**config.mk**
```make
export PLATFORM = sky130hd
export DESIGN_NAME = sram_march_bist
export DESIGN_NICKNAME = d
export VERILOG_FILES = /design/src/rtl/sram_march_bist.sv
export SDC_FILE = /design/constraint.sdc
export NUM_CORES = 1
export LEC_CHECK = 0
export CORE_UTILIZATION = 35
export CTS_CLUSTER_SIZE = 30
export DETAILED_ROUTE_END_ITERATION = 7
export GPL_TIMING_DRIVEN = 0
export HOLD_SLACK_MARGIN = 0.02
export PLACE_DENSITY = 0.69
export SYNTH_ARGS = -nofsm -noshare
export SYNTH_HDL_FRONTEND = slang
export SYNTH_SLANG_ARGS = --single-unit
```
**constraint.sdc**
```tcl
create_clock -name clk -period 10.21 [get_ports clk]
set_input_delay 1.5315 -clock clk [delete_from_list [all_inputs] [get_ports clk]]
set_output_delay 1.5315 -clock clk [all_outputs]
set_load 0.1 [all_outputs]
```
**src/rtl/sram_march_bist.sv**
```systemverilog
// March C- built-in self-test initiator for a single-port sram22 macro.
//
// Drives the macro's synchronous port with one operation per RUN cycle and
// checks the registered read data one cycle later. It records the first
// miscompare and keeps a saturating count of all miscompares.
//
// Ports:
//   clk, rst_n      clock and asynchronous active-low reset
//   start           one-cycle pulse; begins a test when not busy
//   bg_pattern      data background, sampled at start
//   busy, done      test in progress / test complete (sticky)
//   fail            at least one miscompare (sticky)
//   fail_count      saturating miscompare count
//   fail_addr/elem/expected/actual   details of the first miscompare
//   sram_we/wmask/addr/din           registered SRAM request port
//   sram_dout       SRAM read data, valid the cycle after a read
module sram_march_bist #(
  parameter int unsigned DATA_WIDTH  = 32,
  parameter int unsigned ADDR_WIDTH  = 8,
  parameter int unsigned WMASK_WIDTH = 4
) (
  input  logic                   clk,
  input  logic                   rst_n,
  input  logic                   start,
  input  logic [DATA_WIDTH-1:0]  bg_pattern,
  output logic                   busy,
  output logic                   done,
  output logic                   fail,
  output logic [7:0]             fail_count,
  output logic [ADDR_WIDTH-1:0]  fail_addr,
  output logic [2:0]             fail_elem,
  output logic [DATA_WIDTH-1:0]  fail_expected,
  output logic [DATA_WIDTH-1:0]  fail_actual,
  output logic                   sram_we,
  output logic [WMASK_WIDTH-1:0] sram_wmask,
  output logic [ADDR_WIDTH-1:0]  sram_addr,
  output logic [DATA_WIDTH-1:0]  sram_din,
  input  logic [DATA_WIDTH-1:0]  sram_dout
);

  typedef enum logic [1:0] {StIdle, StRun, StDrain, StDone} state_e;

  localparam logic [ADDR_WIDTH-1:0] AddrLast = {ADDR_WIDTH{1'b1}};
  localparam logic [ADDR_WIDTH-1:0] AddrOne  = {{(ADDR_WIDTH-1){1'b0}}, 1'b1};
  localparam logic [2:0]            ElemLast = 3'd5;

  state_e                  state_q, state_d;
  logic [DATA_WIDTH-1:0]   bg_q, bg_d;

  // Sequencer: describes the operation currently presented on the SRAM port.
  logic [2:0]              elem_q, elem_d;
  logic [ADDR_WIDTH-1:0]   seq_addr_q, seq_addr_d;
  logic                    phase_q, phase_d;  // 0: read slot, 1: write slot

  logic                    we_d;
  logic [WMASK_WIDTH-1:0]  wmask_d;
  logic [ADDR_WIDTH-1:0]   addr_d;
  logic [DATA_WIDTH-1:0]   din_d;

  // Compare pipeline: read presented in cycle N is checked in cycle N+1.
  logic                    rd_valid_q, rd_valid_d;
  logic [DATA_WIDTH-1:0]   rd_exp_q, rd_exp_d;
  logic [ADDR_WIDTH-1:0]   rd_addr_q;
  logic [2:0]              rd_elem_q;

  logic                    fail_d;
  logic [7:0]              fail_count_d;
  logic [ADDR_WIDTH-1:0]   fail_addr_d;
  logic [2:0]              fail_elem_d;
  logic [DATA_WIDTH-1:0]   fail_expected_d, fail_actual_d;

  logic                    two_op, down, clear_res, miscompare;
  logic [ADDR_WIDTH-1:0]   last_addr;
  logic [2:0]              nx_elem;
  logic [ADDR_WIDTH-1:0]   nx_addr;
  logic                    nx_phase;
  logic                    op_en, op_write, op_one;
  logic [2:0]              op_elem;
  logic [ADDR_WIDTH-1:0]   op_addr;
  logic                    op_phase;
  logic [DATA_WIDTH-1:0]   op_bg;

  // Next operation in the March C- order, derived from the current one.
  always_comb begin
    two_op    = (elem_q >= 3'd1) && (elem_q <= 3'd4);
    down      = (elem_q == 3'd3) || (elem_q == 3'd4);
    last_addr = down ? '0 : AddrLast;
    nx_elem   = elem_q;
    nx_addr   = seq_addr_q;
    nx_phase  = 1'b0;
    if (two_op && !phase_q) begin
      nx_phase = 1'b1;
    end else if (seq_addr_q != last_addr) begin
      nx_addr = down ? (seq_addr_q - AddrOne) : (seq_addr_q + AddrOne);
    end else begin
      nx_elem = elem_q + 3'd1;
      nx_addr = ((nx_elem == 3'd3) || (nx_elem == 3'd4)) ? AddrLast : '0;
    end
  end

  always_comb begin
    state_d   = state_q;
    bg_d      = bg_q;
    clear_res = 1'b0;
    op_en     = 1'b0;
    op_elem   = nx_elem;
    op_addr   = nx_addr;
    op_phase  = nx_phase;
    op_bg     = bg_q;

    unique case (state_q)
      StIdle, StDone: begin
        if (start) begin
          state_d   = StRun;
          bg_d      = bg_pattern;
          clear_res = 1'b1;
          op_en     = 1'b1;
          op_elem   = 3'd0;
          op_addr   = '0;
          op_phase  = 1'b0;
          op_bg     = bg_pattern;
        end
      end
      StRun: begin
        if (elem_q == ElemLast && seq_addr_q == AddrLast) begin
          state_d = StDrain;
        end else begin
          op_en = 1'b1;
        end
      end
      StDrain: state_d = StDone;
      default: state_d = StIdle;
    endcase

    elem_d     = op_en ? op_elem : elem_q;
    seq_addr_d = op_en ? op_addr : seq_addr_q;
    phase_d    = op_en ? op_phase : phase_q;

    // e0 is write-only, e5 read-only; e1..e4 write in their second slot.
    op_write = (op_elem == 3'd0) ||
               ((op_elem >= 3'd1) && (op_elem <= 3'd4) && op_phase);
    // Elements e1 and e3 write the inverted background.
    op_one   = (op_elem == 3'd1) || (op_elem == 3'd3);
    we_d     = op_en && op_write;
    wmask_d  = {WMASK_WIDTH{we_d}};
    addr_d   = op_en ? op_addr : '0;
    din_d    = we_d ? (op_one ? ~op_bg : op_bg) : '0;

    // Capture the read now on the port; e2 and e4 expect the inverted background.
    rd_valid_d = (state_q == StRun) && !sram_we;
    rd_exp_d   = ((elem_q == 3'd2) || (elem_q == 3'd4)) ? ~bg_q : bg_q;
  end

  // Case inequality so an X on the read data counts as a miscompare.
  assign miscompare = rd_valid_q && (sram_dout !== rd_exp_q);

  always_comb begin
    fail_d          = fail;
    fail_count_d    = fail_count;
    fail_addr_d     = fail_addr;
    fail_elem_d     = fail_elem;
    fail_expected_d = fail_expected;
    fail_actual_d   = fail_actual;
    if (clear_res) begin
      fail_d          = 1'b0;
      fail_count_d    = '0;
      fail_addr_d     = '0;
      fail_elem_d     = '0;
      fail_expected_d = '0;
      fail_actual_d   = '0;
    end else if (miscompare) begin
      fail_d = 1'b1;
      if (fail_count != 8'hFF) begin
        fail_count_d = fail_count + 8'd1;
      end
      if (!fail) begin
        fail_addr_d     = rd_addr_q;
        fail_elem_d     = rd_elem_q;
        fail_expected_d = rd_exp_q;
        fail_actual_d   = sram_dout;
      end
    end
  end

  always_ff @(posedge clk or negedge rst_n) begin
    if (!rst_n) begin
      state_q       <= StIdle;
      bg_q          <= '0;
      elem_q        <= '0;
      seq_addr_q    <= '0;
      phase_q       <= 1'b0;
      sram_we       <= 1'b0;
      sram_wmask    <= '0;
      sram_addr     <= '0;
      sram_din      <= '0;
      rd_valid_q    <= 1'b0;
      rd_exp_q      <= '0;
      rd_addr_q     <= '0;
      rd_elem_q     <= '0;
      fail          <= 1'b0;
      fail_count    <= '0;
      fail_addr     <= '0;
      fail_elem     <= '0;
      fail_expected <= '0;
      fail_actual   <= '0;
    end else begin
      state_q       <= state_d;
      bg_q          <= bg_d;
      elem_q        <= elem_d;
      seq_addr_q    <= seq_addr_d;
      phase_q       <= phase_d;
      sram_we       <= we_d;
      sram_wmask    <= wmask_d;
      sram_addr     <= addr_d;
      sram_din      <= din_d;
      rd_valid_q    <= rd_valid_d;
      rd_exp_q      <= rd_exp_d;
      rd_addr_q     <= sram_addr;
      rd_elem_q     <= elem_q;
      fail          <= fail_d;
      fail_count    <= fail_count_d;
      fail_addr     <= fail_addr_d;
      fail_elem     <= fail_elem_d;
      fail_expected <= fail_expected_d;
      fail_actual   <= fail_actual_d;
    end
  end

  assign busy = (state_q == StRun) || (state_q == StDrain);
  assign done = (state_q == StDone);

endmodule
```
==> results by group, run 1 <==
Placed design
  • RePlAce Congestion: 0.850
  • DP HPWL: 18900 µm
  • Port bufs: 197
  • Placed Instances: 1374

Clock network
  • H-tree depth: 1
  • Setup bufs post-CTS: 0
  • CTS Buf Count: 25
  • CTS tree: done
  • CTS Sinks: 215
  • CTS Hold Bufs: 0
  • Clock Latency Late Sink: 0.52 ns
  • CTS Buffer Depth: 3
  • Post-CTS Resized: 0
  • Worst-path clk slew: 0.06 ns
  • Root buf cell: clkbuf_16

Yosys
  • Syn Inst Count: 835
  • EDFF count, synth: 0
  • Synthesized net count: 919
  • Synth cell types: 52
  • Top-count cell post-synth: dfrtp_1
  • Asr flop ratio synth: 1.00
  • Cell taking the most area after synthesis: dfrtp_1
  • Largest cells by area after synthesis: dfrtp_1 56%, mux2i_1 8.3%, nand2_1 5.0%
  • Post-synth top flop: dfrtp_1
  • Flops & latches, synth: 215
  • Mapped Area: 9560 µm²
  • Yosys warning total: 0
  • Avg Cell Area, Syn: 11.5 µm²
  • Register area share after synthesis: 0.563
  • Share of the synthesized area in the top cell type: 0.563
  • Commonest cells post-synth: 215 x dfrtp_1, 127 x nand2_1, 85 x nor2_1

GRT
  • Gr usage total: 0.187
  • Aggregate global routing overflow: 0
  • Initial antenna violation count: 1
  • Vias in the first global route: 7091
  • Largest net degree at the start of global routing: 112
  • First-pass GRT wire length: 40700 µm

STA
  • Clock skew: 0.0141 ns
  • FMAX: 236 MHz
  • Max-slew violation count: 0
  • Final Setup Violations: 0
  • Tmin final: 4.23 ns
  • Slew at the pin closest to its max-slew limit: 1.09 ns
  • Part of the cycle the worst path needs: 0.414
  • Slew HR: 0.267
  • Final hold violation count: 0
  • RSZ-0062 raised after global routing: false

Finish
  • FF/Latch Area: 5380 µm²
  • Post-Layout Cell Count: 1417
  • Share of post-route cells with drive strength above 1: 0.0967
  • Area Growth Syn to Fin: 33.7%
  • Multi-input gate area: 3840 µm²
  • FILL cells: 2464
  • # nets final: 1144
  • Antenna cell count: 0

Setup path
  • Critical Path Fanout Max: 10
  • Element type at the critical path start: register
  • WS Path Type: reg2reg
  • WP data required: 10.59 ns
  • Reg2reg setup slack: 5.98 ns
  • Crit path DAT: 4.61 ns
  • Crit path capture type: register

Die
  • FP Rows: 60
  • Chip height: 167 µm
  • Top-Level Pins: 198
  • Initial Util: 0.356
  • Area of the core: 26900 µm²
  • Die Width: 167 µm
  • DIE AREA: 28000 µm²

Detailed routing
  • Routed vias: 6937
  • Post-DR vias/cell: 4.90
  • Routed length per instance: 18.3 µm
  • Drt pass-1 iters: 5
  • Total Wirelength: 25900 µm
  • Post-route DRC violation count: 0
  • Iter 0 DRT Violations: 521
  • Final antenna-violating net count: 0

Run
  • # Max-Cap Violations: 0

Worst hold path
  • Min-Delay Path Class: reg2reg

Run status
  • Status: finished clean
==> path summary, 6_finish.rpt <==
path / start / endpoint / cells after the start
max: elem_q[0] / seq_addr_q[7] / 12
min: sram_addr[4] / rd_addr_q[4] / 0
max reg2reg: elem_q[0] / seq_addr_q[7] / 12
min reg2reg: sram_addr[4] / rd_addr_q[4] / 0
max in group asynchronous: rst_n / sram_din[11] / 2
min in group asynchronous: rst_n / sram_wmask[0] / 1
==> flip-flops by register name (all words and copies together), names as in the netlist <==
signal and flops:
fail_count 8, sram_wmask 1, fail_expected 32, sram_din 32
rd_exp_q 32, fail_actual 32, seq_addr_q 8, state_q 2
bg_q 32, rd_addr_q 8, fail 1, elem_q 3
fail_elem 3, phase_q 1, rd_elem_q 3, sram_addr 8
fail_addr 8, rd_valid_q 1
==> through the flow <==
stage | setup slack [ns] | cell area, µm² | util | hold slack, ns | setup TNS (ns)
finish | 5.98 | 12800 | 0.476 | 0.376 | 0
floorplan | 6.82 | 9560 | - | 0.425 | 0
CTS | 5.98 | 12800 | 0.476 | 0.384 | 0
global route | 5.66 | 12800 | 0.476 | 0.398 | 0
detailed placement | 5.55 | 12000 | 0.446 | 0.365 | 0
global placement | -1.61 | 12000 | 0.445 | 0.364 | -340.50
==> metal layers <==
layer / track usage / up-vias / share of wire
li1: - / 3282 / -
met1: 0.251 / 3395 / 0.44
met2: 0.311 / 210 / 0.48
met3: 0.0314 / 50 / 0.054
met4: 0.0531 / 0 / 0.026
met5: 0 / - / 0
==> critical path, stage by stage (launching register included) <==
cell and delay, ns:
dfrtp_1 0.43, buf_2 0.26, inv_1 0.13, ha_1 0.28, mux2i_2 0.33, inv_1 0.22
ha_1 0.36, inv_1 0.08, nor4_1 0.49, nand2_1 0.38, o2111ai_4 0.46, nor3_1 0.11
or4b_1 0.54
==> kinds of logic after synthesis <==
| family | synth area share |
|---|---|
| AO/OA/AOI/OAI | 0.0867 |
| XOR/XNOR | 0.0641 |
| adder cells (fa/ha/maj) | 0.0230 |
| buffers and inverters | 0.0361 |
| flip-flops | 0.563 |
| multiplexers | 0.0877 |
| AND/OR/NAND/NOR | 0.140 |
==> final cells by class <==
cell class | count | area share
sequential | 215 | 0.421
multi-input combinational | 550 | 0.300
timing repair buffer | 198 | 0.157
clock buffer | 33 | 0.0544
tap | 341 | 0.0334
buffer | 50 | 0.0211
clock inverter | 10 | 0.00724
inverter | 20 | 0.00587
==> layout by cell type (no fill, tap or decap), types with 3 or more instances in the layout <==
cell type,instances
a211oi_2,30
a21o_1,12
a21oi_1,14
buf_1,5
buf_2,12
buf_4,8
buf_6,5
clkbuf_1,24
clkbuf_16,25
clkbuf_8,4
clkdlybuf4s50_1,196
clkinv_2,3
clkinvlp_4,4
dfrtp_1,215
ha_1,16
inv_1,20
mux2i_1,79
nand2_1,127
nand3_1,7
nand4_1,7
nor2_1,85
nor2b_1,4
nor3_1,5
nor3b_1,33
nor4_1,9
o21a_1,3
o21ai_0,8
o21bai_1,3
o31ai_1,5
or4_1,4
xnor2_1,37
xor2_1,33
Power of run 1 is not shown: default switching activity piles up to over one toggle a cycle in this logic, so the estimate is an artifact.
==> run 2: changes to the inputs <==
Settings changed: PLACE_DENSITY 0.69 to 0.71.
Clock period 10.21 ns to 3.8 ns, I/O delays scaled along.
==> run 2 against run 1 <==
Hold slack worse by 0.26 ns; die area stayed put; critical path type unchanged; flip-flop and latch count stayed put; clock skew is 0.00090 ns higher; register-to-register slack worse by 5.8 ns; critical path depth is 2 higher; maximum frequency is 18% higher; highest routed layer unchanged; via count is 0.14% lower; clock-buffer cell count is 2 higher; largest cell class unchanged; non-clock buffer count is 3 higher.
==> results by group, run 2 (same netlist as run 1, synthesis figures left out) <==
Run status
  • Status: finished clean

Detailed routing
  • Total Wirelength: 25700 µm
  • Post-route DRC violation count: 0
  • Iter 0 DRT Violations: 488
  • Post-DR vias/cell: 4.88
  • Final antenna-violating net count: 0
  • Drt pass-1 iters: 6
  • Routed vias: 6927
  • Routed length per instance: 18.1 µm

Setup path
  • Reg2reg start: elem_q[0]
  • CP Buf/Inv Count: 5
  • Critical path's slowest cell: dfrtp_1
  • R2r endpoint: sram_din[2]
  • Crit-path cells: clkbuf_4, inv_1, ha_1, mux2i_4, inv_2, ha_1, nand2_1, nor4_4, and3_1, buf_6, mux2i_4, clkbuf_4, nor3b_1, a211oi_2
  • Worst stage delay on the critical path: 0.43 ns
  • Critical path depth: 14
  • Element type at the critical path start: register
  • Reg2reg setup slack: 0.20 ns
  • Reg2Reg Depth: 14
  • WS Path Type: reg2reg
  • Top delay family on crit path: buffers and inverters
  • Critical Path Fanout Max: 10
  • Crit path capture type: register
  • WP data required: 4.23 ns
  • Crit path DAT: 4.03 ns

STA
  • Setup_tns: 0 ns
  • RSZ-0062 raised after global routing: true
  • Slew HR: 0.233
  • Hold_ws: 0.113 ns
  • Max-slew violation count: 0
  • Slew at the pin closest to its max-slew limit: 1.14 ns
  • FMAX: 278 MHz
  • Tmin final: 3.60 ns
  • Final hold violation count: 0
  • Clock skew: 0.0150 ns
  • Final Setup Violations: 0
  • Part of the cycle the worst path needs: 0.948

Finish
  • Final Instance Area: 12800 µm²
  • Area Growth Syn to Fin: 34.2%
  • Commonest non-fill, non-tap cells in the layout: 215 x dfrtp_1, 196 x clkdlybuf4s50_1, 126 x nand2_1, 85 x nor2_1, 79 x mux2i_1
  • Commonest non-fill, non-tap cell in the layout: dfrtp_1
  • Share of post-route cells with drive strength above 1: 0.101
  • # nets final: 1147

Run
  • # Max-Cap Violations: 0

GRT
  • First-pass GRT wire length: 39700 µm
  • Vias in the first global route: 7075
  • Initial antenna violation count: 3
  • Gr usage total: 0.183
  • Largest net degree at the start of global routing: 111
  • Aggregate global routing overflow: 0

Die
  • FP Rows: 60
  • Area of the core: 26900 µm²
  • Die Width: 167 µm
  • DIE AREA: 28000 µm²
  • Initial Util: 0.356
  • Top-Level Pins: 198
  • Chip height: 167 µm

Clock network
  • Clock Latency Late Sink: 0.53 ns
  • CTS Hold Bufs: 0
  • Root buf cell: clkbuf_16
  • CTS Buf Count: 25
  • CTS Sinks: 215
  • H-tree depth: 1
  • CTS tree: done
  • Worst-path clk slew: 0.06 ns
  • CTS Buffer Depth: 3

Placed design
  • RePlAce Congestion: 0.837
  • Port bufs: 197
  • Area of placed instances: 12000 µm²
  • DP HPWL: 18800 µm

Worst hold path
  • Min-Delay Path Class: in2async
run 2: changes by cell type in the layout (fill, tap and decap cells not counted), moves of 2 or more:
cell,delta
buf_2,-3
buf_4,+5
clkbuf_2,+2
clkbuf_4,+2
clkinvlp_4,-4
diode_2,+2
run 2: worst reg2reg max path, delay by kind of cell, from the launching register on:
family / cells / cell delay, ns
simple gates: 4 / 0.68
compound gates: 1 / 0.22
mux: 2 / 0.60
flops: 1 / 0.43
fa+ha+maj: 2 / 0.67
buf+inv: 5 / 0.91
run 2: metal layers:
metal  part of all wire  up-vias  GRT usage
li1                   -     3287          -
met1               0.44     3437      0.244
met2               0.48      167      0.301
met3              0.051       36     0.0373
met4              0.022        0     0.0487
met5                  0        -          0
run 2: how the worst max path moves through the flow:
stage	start	endpoint	slack, ns
floorplan	elem_q[0]	seq_addr_q[7]	0.41
global placement	rst_n	fail_actual[3]	-7.08
detailed placement	elem_q[0]	seq_addr_q[7]	-0.33
CTS	elem_q[0]	sram_din[2]	0.003
global route	elem_q[0]	sram_din[23]	-0.01
finish	elem_q[0]	sram_din[2]	0.20
run 2: cell type report:
cell class / instances / area [µm²]
clock buffers: 35 / 703
multi-input cells: 550 / 3870
fillers: 2447 / 14000
diodes: 2 / 5.00
flip-flops and latches: 215 / 5380
clock inverters: 5 / 65.1
repair buffers: 201 / 2030
well taps: 341 / 427
plain buffers: 50 / 284
inverters: 20 / 75.1
run 2: repair_timing:
action                                  CTS  global route
gates resized for setup                   6            10
gates cloned                              0             0
buffers inserted                          0             3
endpoints found under the setup margin   35            34
pin swaps                                 0             1
run 2: stage by stage:
stage / worst slack, ns / std cells / util
2_1_floorplan: 0.406 / 835 / -
3_3_place_gp: -7.08 / 1373 / 0.445
3_5_place_dp: -0.328 / 1374 / 0.446
4_1_cts: 0.00296 / 1414 / 0.476
5_1_grt: -0.0120 / 1417 / 0.477
6_report: 0.199 / 1419 / 0.478
Power of run 2 is left out for the same reason.
